<file path="src/rtl/nanov_spi_fetch.sv">
// rtl/nanov_spi_fetch.sv - SPI flash instruction fetch with 2-entry prefetch FIFO.
// Define FAST_READ_EN to use FAST READ (0x0B) with 8 dummy cycles instead of READ (0x03).
module nanov_spi_fetch #(
    parameter int          ADDR_BITS      = 22,
    parameter int unsigned RESET_ADDR     = 0,
    parameter int          CS_HIGH_CYCLES = 1
) (
    input  logic                 clk,
    input  logic                 rstn,
    output logic                 spi_select,
    output logic                 spi_out,
    input  logic                 spi_in,
    input  logic                 jump,
    input  logic [ADDR_BITS-1:0] jump_addr,
    input  logic                 instr_ready,
    output logic                 instr_valid,
    output logic [31:0]          instr_data,
    output logic [ADDR_BITS-1:0] instr_pc
);

    typedef enum logic [2:0] {
        ST_GAP,
        ST_CMD,
        ST_ADDR,
        ST_DUMMY,
        ST_DATA,
        ST_WAIT
    } state_e;

`ifdef FAST_READ_EN
    localparam logic [7:0] OPCODE = 8'h0B;
`else
    localparam logic [7:0] OPCODE = 8'h03;
`endif

    localparam int CNT_W = ($clog2(CS_HIGH_CYCLES + 1) > 5) ? $clog2(CS_HIGH_CYCLES + 1) : 5;
    localparam logic [CNT_W-1:0]     GAP_LAST = CNT_W'(CS_HIGH_CYCLES - 1);
    localparam logic [ADDR_BITS-1:0] RST_ADDR = ADDR_BITS'(RESET_ADDR);

    state_e                 state_q, state_d;
    logic [CNT_W-1:0]       cnt_q, cnt_d;
    logic [ADDR_BITS-1:0]   addr_q, addr_d;
    logic [31:0]            shift_q, shift_d;
    logic [1:0]             count_q, count_d;
    logic [31:0]            head_data_q, head_data_d, tail_data_q, tail_data_d;
    logic [ADDR_BITS-1:0]   head_pc_q, head_pc_d, tail_pc_q, tail_pc_d;

    logic                   push;
    logic                   pop;
    logic [31:0]            word_cur;
    logic [4:0]             bit_idx;
    logic [23:0]            flash_addr;
    logic [1:0]             occ_after;
    logic                   last_word;

    assign instr_valid = (count_q != 2'd0);
    assign instr_data  = head_data_q;
    assign instr_pc    = head_pc_q;
    assign pop         = instr_valid && instr_ready;
    assign flash_addr  = 24'(addr_q);
    assign last_word   = (addr_q[ADDR_BITS-1:2] == '1);
    assign occ_after   = count_q + 2'd1 - {1'b0, pop};

    // Bytes arrive MSB first but are stored little-endian: bit b lands at [8*(b/8) + 7-(b%8)].
    assign bit_idx = {cnt_q[4:3], ~cnt_q[2:0]};

    always_comb begin
        word_cur          = shift_q;
        word_cur[bit_idx] = spi_in;
    end

    always_comb begin
        state_d    = state_q;
        cnt_d      = cnt_q + CNT_W'(1);
        addr_d     = addr_q;
        shift_d    = shift_q;
        push       = 1'b0;
        spi_select = 1'b1;
        spi_out    = 1'b0;

        case (state_q)
            ST_GAP: begin
                if (cnt_q == GAP_LAST) begin
                    state_d = ST_CMD;
                    cnt_d   = '0;
                end
            end
            ST_CMD: begin
                spi_select = 1'b0;
                spi_out    = OPCODE[3'd7 - cnt_q[2:0]];
                if (cnt_q == CNT_W'(7)) begin
                    state_d = ST_ADDR;
                    cnt_d   = '0;
                end
            end
            ST_ADDR: begin
                spi_select = 1'b0;
                spi_out    = flash_addr[5'd23 - cnt_q[4:0]];
                if (cnt_q == CNT_W'(23)) begin
`ifdef FAST_READ_EN
                    state_d = ST_DUMMY;
`else
                    state_d = ST_DATA;
`endif
                    cnt_d   = '0;
                end
            end
            ST_DUMMY: begin
                spi_select = 1'b0;
                if (cnt_q == CNT_W'(7)) begin
                    state_d = ST_DATA;
                    cnt_d   = '0;
                end
            end
            ST_DATA: begin
                spi_select = 1'b0;
                shift_d    = word_cur;
                if (cnt_q == CNT_W'(31)) begin
                    push   = 1'b1;
                    cnt_d  = '0;
                    addr_d = addr_q + ADDR_BITS'(4);
                    // A full FIFO takes priority: WAIT drops into GAP once space frees anyway.
                    if (occ_after == 2'd2) begin
                        state_d = ST_WAIT;
                    end else if (last_word) begin
                        state_d = ST_GAP;
                    end
                end
            end
            ST_WAIT: begin
                cnt_d = '0;
                if (count_q <= 2'd1) begin
                    state_d = ST_GAP;
                end
            end
            default: begin
                state_d = ST_GAP;
                cnt_d   = '0;
            end
        endcase

        if (jump) begin
            state_d = ST_GAP;
            cnt_d   = '0;
            addr_d  = jump_addr & ~ADDR_BITS'(3);
            push    = 1'b0;
        end
    end

    always_comb begin
        count_d     = count_q;
        head_data_d = head_data_q;
        head_pc_d   = head_pc_q;
        tail_data_d = tail_data_q;
        tail_pc_d   = tail_pc_q;

        if (jump) begin
            count_d = 2'd0;
        end else begin
            case ({push, pop})
                2'b10: begin
                    if (count_q == 2'd0) begin
                        head_data_d = word_cur;
                        head_pc_d   = addr_q;
                    end else begin
                        tail_data_d = word_cur;
                        tail_pc_d   = addr_q;
                    end
                    count_d = count_q + 2'd1;
                end
                2'b01: begin
                    head_data_d = tail_data_q;
                    head_pc_d   = tail_pc_q;
                    count_d     = count_q - 2'd1;
                end
                2'b11: begin
                    if (count_q == 2'd1) begin
                        head_data_d = word_cur;
                        head_pc_d   = addr_q;
                    end else begin
                        head_data_d = tail_data_q;
                        head_pc_d   = tail_pc_q;
                        tail_data_d = word_cur;
                        tail_pc_d   = addr_q;
                    end
                end
                default: begin
                end
            endcase
        end
    end

    always_ff @(posedge clk) begin
        if (!rstn) begin
            state_q     <= ST_GAP;
            cnt_q       <= '0;
            addr_q      <= RST_ADDR;
            shift_q     <= '0;
            count_q     <= 2'd0;
            head_data_q <= '0;
            head_pc_q   <= '0;
            tail_data_q <= '0;
            tail_pc_q   <= '0;
        end else begin
            state_q     <= state_d;
            cnt_q       <= cnt_d;
            addr_q      <= addr_d;
            shift_q     <= shift_d;
            count_q     <= count_d;
            head_data_q <= head_data_d;
            head_pc_q   <= head_pc_d;
            tail_data_q <= tail_data_d;
            tail_pc_q   <= tail_pc_d;
        end
    end

endmodule

</file>
<file path="config.mk">
export PLATFORM = sky130hd
export DESIGN_NAME = nanov_spi_fetch
export DESIGN_NICKNAME = d
export VERILOG_FILES = /design/src/rtl/nanov_spi_fetch.sv
export SDC_FILE = /design/constraint.sdc
export NUM_CORES = 1
export LEC_CHECK = 0
export CAP_MARGIN = 10
export CELL_PAD_IN_SITES_DETAIL_PLACEMENT = 0
export CELL_PAD_IN_SITES_GLOBAL_PLACEMENT = 1
export CORE_MARGIN = 3
export CORE_UTILIZATION = 43
export CTS_CLUSTER_DIAMETER = 60
export CTS_CLUSTER_SIZE = 24
export DETAILED_ROUTE_END_ITERATION = 8
export PLACE_DENSITY_LB_ADDON = 0.1
export SLEW_MARGIN = 10
export SYNTH_ARGS = -nofsm -noshare
export SYNTH_HDL_FRONTEND = slang
export SYNTH_SLANG_ARGS = --single-unit
</file>
<file path="constraint.sdc">
create_clock -name clk -period 3.4 [get_ports clk]
set_input_delay 1.02 -clock clk [delete_from_list [all_inputs] [get_ports clk]]
set_output_delay 1.02 -clock clk [all_outputs]
set_load 0.1 [all_outputs]
</file>
==> out/qor.yml, run 1 <==
status: "complete, no violations"
worstMarginPinSlew_ps: 851
regArea_um2: 3320
max-slew-margin-rel_pct: 42.8
vdd_ir_drop_max_mv: 0.347
finalWirelength_mm: 19.9
multi_input_area_um2: 4320
postRouteAntennaNets: 0
place.gp.congestion: 0.843
drv_cap: 0
dp.cells: 1157
power_mw: 4.14
grt_util_all_layers_pct: 20.0
power.leakage_nw: 4.38
num_io_pins: 84
rsz0062_at_grt: "no"
min_period_ps: 3140
synthFlopType: "dfxtp_1"
drt_pass1_iterations: 5
synth.ff_latch_count: 166
tns_ps: 0
slew_violations: 0
cts_buffers: 17
worst-path-max-fanout: 10
fmax_mhz: 319
core_um2: 18200
end_kind: "primary output"
synthArstFlopShare_pct: 0
synth_area_leaders: "dfxtp_1, o211a_1, nand2_1"
chipHeight_um: 143
required_ps: 2380
critPathKind: "reg -> out"
final-hold-violation-count: 0
n_fill_cell: 1671
grt_pass1_wl_mm: 33.1
finalInstanceArea_um2: 9480
grt_max_degree: 79
drive_above_1_share_pct: 13.4
grt-ovfl-total: 0
ys_warn_count: 0
ys_types: 61
setup_viol: 0
cts_tree: "built"
vias: 6660
area_growth_pct: 17.3
syn_area_per_cell_um2: 8.82
yosys.area.top_type: "dfxtp_1"
netlist.area_leader.share_pct: 41.1
cp-start-kind: "flip-flop"
start_util_pct: 44.4
grt_antenna_before_repair: 0
power_density_nw_per_um2: 437
synthCells: 917
diodes: 0
viasPerCell: 5.60
wl_per_cell_um: 16.7
arrival_ps: 2120
hpwl_mm: 13.1
port_buffers: 79
nets: 991
grt_pass1_vias: 6566
synth_edf_count: 0
place_area_um2: 8890
cts_buffer_depth: 2
holdCritPathClass: "reg -> reg"
ctsHtreeMaxLevel: 4
ys_seq_area_share_pct: 41.1
fin_crit_sh_pct: 92.2
die_x_um: 143
fin_worst_skew_ps: 10.7
rows: 49
worstSkewPairLatency_ps: 430
root_buffer: "clkbuf_16"
synth_area_um2: 8090
drcViolationCount: 0
numClockSinks: 166
final_cells: 1189
die-area_um2: 20500
clk_pin_slew_ps: 60
drt-initial-drc-count: 534
-- cell usage in the layout (no fill, tap or decap), types with 3 or more instances in the layout --
cell type          n
a21oi_1           18
nor3_1             5
nand2_1          129
ha_1              17
nand3_1           27
a221oi_1          20
a211oi_1          33
buf_4             72
inv_1             15
xnor2_1           14
o211a_1           65
dfxtp_1          165
nor2_1            97
and2_1             4
xor2_1            10
clkbuf_8           3
clkbuf_16         17
mux2i_1           39
clkinv_4           4
a21boi_0          20
nor3b_1           53
clkinvlp_4         3
buf_12             7
clkdlybuf4s50_1   23
nand2b_1           5
nand4_1           10
o21ai_0           22
nand3b_1          16
-- logic make-up (layout without fill, tap and decap cells) --
family | Yosys count | in the layout | synth area share [%]
buffers and inverters | 107 | 149 | 5.80
flip-flops | 166 | 166 | 41.1
XOR/XNOR | 24 | 24 | 2.60
AO/OA/AOI/OAI | 191 | 191 | 19.1
multiplexers | 43 | 43 | 5.85
AND/OR/NAND/NOR | 368 | 368 | 22.9
other | 1 | 2 | 0.0464
adder cells (fa/ha/maj) | 17 | 17 | 2.63
-- stage by stage --
| stage | hold slack, ps | worst slack (ps) | util (%) |
|---|---|---|---|
| 3_5_place_dp | 459 | 101 | 48.8 |
| 5_1_grt | 484 | 94.7 | 52.1 |
| 3_3_place_gp | 449 | 146 | 48.8 |
| 6_report | 467 | 264 | 52.1 |
| 4_1_cts | 468 | 74.4 | 52.1 |
| 2_1_floorplan | 444 | 266 | - |
-- sequential cells by signal, summed over array words and instances, names as in the netlist --
register,cells
shift_q,32
tail_pc_q,20
state_q,3
instr_pc,20
tail_data_q,32
cnt_q,5
instr_data,32
count_q,2
addr_q,20
-- power by group --
part           internal (mW)  total (mW)  switching (mW)  leakage [nW]
Clock                   1.08        1.90           0.821         0.278
Sequential              1.97        2.01          0.0447          1.34
Combinational         0.0980       0.225           0.127          2.76
Total                   3.15        4.14           0.992          4.38
-- metal layers --
metal / wire length, um / track usage [%] / vias up
met5: 0 / 0 / -
met4: 214 / 5.40 / 0
met3: 726 / 4.02 / 22
met2: 9270 / 32.6 / 124
met1: 9680 / 27.0 / 3215
li1: - / - / 3299
-- synth_stat cells (all sizes together), types with 5 or more instances --
| library cell | instances |
|---|---|
| nand2b | 5 |
| nor2 | 98 |
| o21ai | 23 |
| nand3b | 16 |
| nand2 | 129 |
| mux2i | 39 |
| ha | 17 |
| o211a | 66 |
| a21boi | 20 |
| nor3 | 6 |
| buf | 17 |
| clkbuf | 75 |
| inv | 15 |
| nand3 | 28 |
| a211oi | 34 |
| xor2 | 10 |
| nor3b | 53 |
| and2 | 5 |
| dfxtp | 166 |
| nand4 | 12 |
| a221oi | 20 |
| a21oi | 19 |
| xnor2 | 14 |
-- cell type report --
| type | instances | share of cell area, % |
|---|---|---|
| multi-input combinational | 645 | 45.5 |
| clock buffer | 21 | 4.96 |
| tap | 229 | 3.02 |
| sequential | 166 | 35.1 |
| inverter | 15 | 0.594 |
| clock inverter | 11 | 1.23 |
| timing repair buffer | 102 | 9.61 |
-- what timing repair did --
item	in CTS	in global routing
resized for setup	0	1
endpoints found under the setup margin	0	1
buffers inserted	0	0
hold buffers	0	0
-- final timing paths --
kind	to	cells past startpoint	slack, ps	start
max	spi_out	7	260	cnt_q[3]
min	tail_pc_q[14]	2	470	tail_pc_q[14]
max reg2reg	instr_pc[18]	12	520	cnt_q[0]
min reg2reg	tail_pc_q[14]	2	470	tail_pc_q[14]
-- worst max-delay path, stage by stage (launching register included) --
cell and delay (ps):
dfxtp_2 440, inv_1 160, ha_1 360, a41oi_1 50, o21ai_0 100, nand3_1 110, o21ai_2 250, buf_12 210
No activity file was read; power rests on OpenSTA's default activity.
==> run 2: changes to the inputs <==
--- a/config.mk
+++ b/config.mk
@@ -8,12 +8,12 @@
 export CAP_MARGIN = 10
 export CELL_PAD_IN_SITES_DETAIL_PLACEMENT = 0
 export CELL_PAD_IN_SITES_GLOBAL_PLACEMENT = 1
-export CORE_MARGIN = 3
 export CORE_UTILIZATION = 43
 export CTS_CLUSTER_DIAMETER = 60
 export CTS_CLUSTER_SIZE = 24
 export DETAILED_ROUTE_END_ITERATION = 8
 export PLACE_DENSITY_LB_ADDON = 0.1
+export RECOVER_POWER = 50
 export SLEW_MARGIN = 10
 export SYNTH_ARGS = -nofsm -noshare
 export SYNTH_HDL_FRONTEND = slang
==> out/qor.yml, run 2 (synthesis results as in run 1) <==
start_util_pct: 44.4
arrival_ps: 2110
wl_per_cell_um: 16.6
grt-ovfl-total: 0
finalWirelength_mm: 19.8
drcViolationCount: 2
die_x_um: 139
drive_above_1_share_pct: 7.19
viasPerCell: 5.63
max-slew-margin-rel_pct: 4.43
drt_pass1_iterations: 9
ctsHtreeMaxLevel: 4
power.leakage_nw: 4.13
holdCritPathClass: "reg -> reg"
rsz0062_at_grt: "no"
final_cells: 1188
cts_setup_buffers: 0
nets: 991
worst-path-max-fanout: 12
vdd_ir_drop_max_mv: 0.354
power_density_nw_per_um2: 462
numClockSinks: 166
final-hold-violation-count: 0
postRouteAntennaNets: 0
grt_pass1_wl_mm: 32.3
grt_util_all_layers_pct: 20.8
worstMarginPinSlew_ps: 1430
cts_buffers: 17
cts_tree: "built"
chipHeight_um: 139
grt_antenna_before_repair: 0
clk_pin_slew_ps: 60
required_ps: 2380
place.gp.congestion: 0.859
slew_violations: 0
hpwl_mm: 12.8
worstSkewPairLatency_ps: 430
num_io_pins: 84
grt.met2_usage_pct: 32.6
final_cell_mix: "dfxtp_1, nand2_1, nor2_1, o211a_1, clkbuf_1"
dp.cells: 1157
hold_buffers: 0
grt_pass1_vias: 6205
port_buffers: 79
cts_buffer_depth: 2
setup_viol: 0
layout_commonest_cell: "dfxtp_1"
drt-initial-drc-count: 623
drv_cap: 0
failed_checks: "DRC"
fin_crit_sh_pct: 92.0
grt_use_met1_pct: 28.8
tns_ps: 0
vias: 6694
status: "finished, violations left"
fmax_mhz: 320
die-area_um2: 19400
end_kind: "primary output"
cp-start-kind: "flip-flop"
n_fill_cell: 1781
area_growth_pct: 14.9
root_buffer: "clkbuf_16"
busiest_layer: "met2"
min_period_ps: 3130
rrSetupSlack_ps: 460
cts-resized-gates: 0
diodes: 0
rows: 49
met3_usage_pct: 4.14
grt_max_degree: 158
core_um2: 18200
critPathKind: "reg -> out"
fin_worst_skew_ps: 14.4
[run 2: cell types whose count changed in the layout (fill, tap and decap cells not counted), sizes merged]
cell and delta:
clkinv -4, inv -2, bufinv +3, clkinvlp +3, dlygate4sd3 +2, clkdlybuf4s50 -2
clkbuf +56, buf -57
[run 2: critical path, stage by stage, from the launching register on]
cell and delay, ps:
dfxtp_1 340, buf_4 210, mux2i_1 110, o32a_1 300
o21ai_0 160, nand3_1 110, o21ai_2 240, buf_12 210
[run 2: where the power goes]
part	internal (mW)	switching, mW	total [mW]
Clock	1.27	0.795	2.06
Sequential	1.97	0.0447	2.01
Combinational	0.0933	0.127	0.220
Total	3.33	0.966	4.29
[run 2: final timing paths]
check / from / endpoint / cells past startpoint
max reg2reg: cnt_q[0] / instr_data[8] / 12
max: cnt_q[1] / spi_out / 7
min: tail_pc_q[7] / tail_pc_q[7] / 2
min reg2reg: tail_pc_q[7] / tail_pc_q[7] / 2
[run 2: cell type report]
cell class / instances / area, um2 / area share, %
clock buffers: 20 / 457 / 4.91
clock inverters: 11 / 174 / 1.87
inverters: 15 / 56.3 / 0.606
multi-input cells: 645 / 4300 / 46.3
flip-flops and latches: 166 / 3320 / 35.8
well taps: 229 / 287 / 3.08
repair buffers: 102 / 698 / 7.51
[run 2: metal layers]
metal  wire (um)  share of wire [%]
met1        9570                 48
met2        9200                 47
met3         763                3.9
met4         242                1.2
met5           0                  0
[run 2: per-stage QoR]
| step | setup WS (ps) | util (%) | hold WS, ps | cell area [um2] | total power [mW] |
|---|---|---|---|---|---|
| CTS | 239 | 52.3 | 465 | 9520 | 4.35 |
| global route | 101 | 51.0 | 484 | 9290 | 4.45 |
| finish | 273 | 51.0 | 462 | 9290 | 4.29 |
| detailed placement | 81.9 | 48.8 | 457 | 8890 | 2.28 |
| global placement | 146 | 48.8 | 450 | 8890 | 2.27 |
| floorplan | 266 | - | 444 | 8090 | 2.21 |
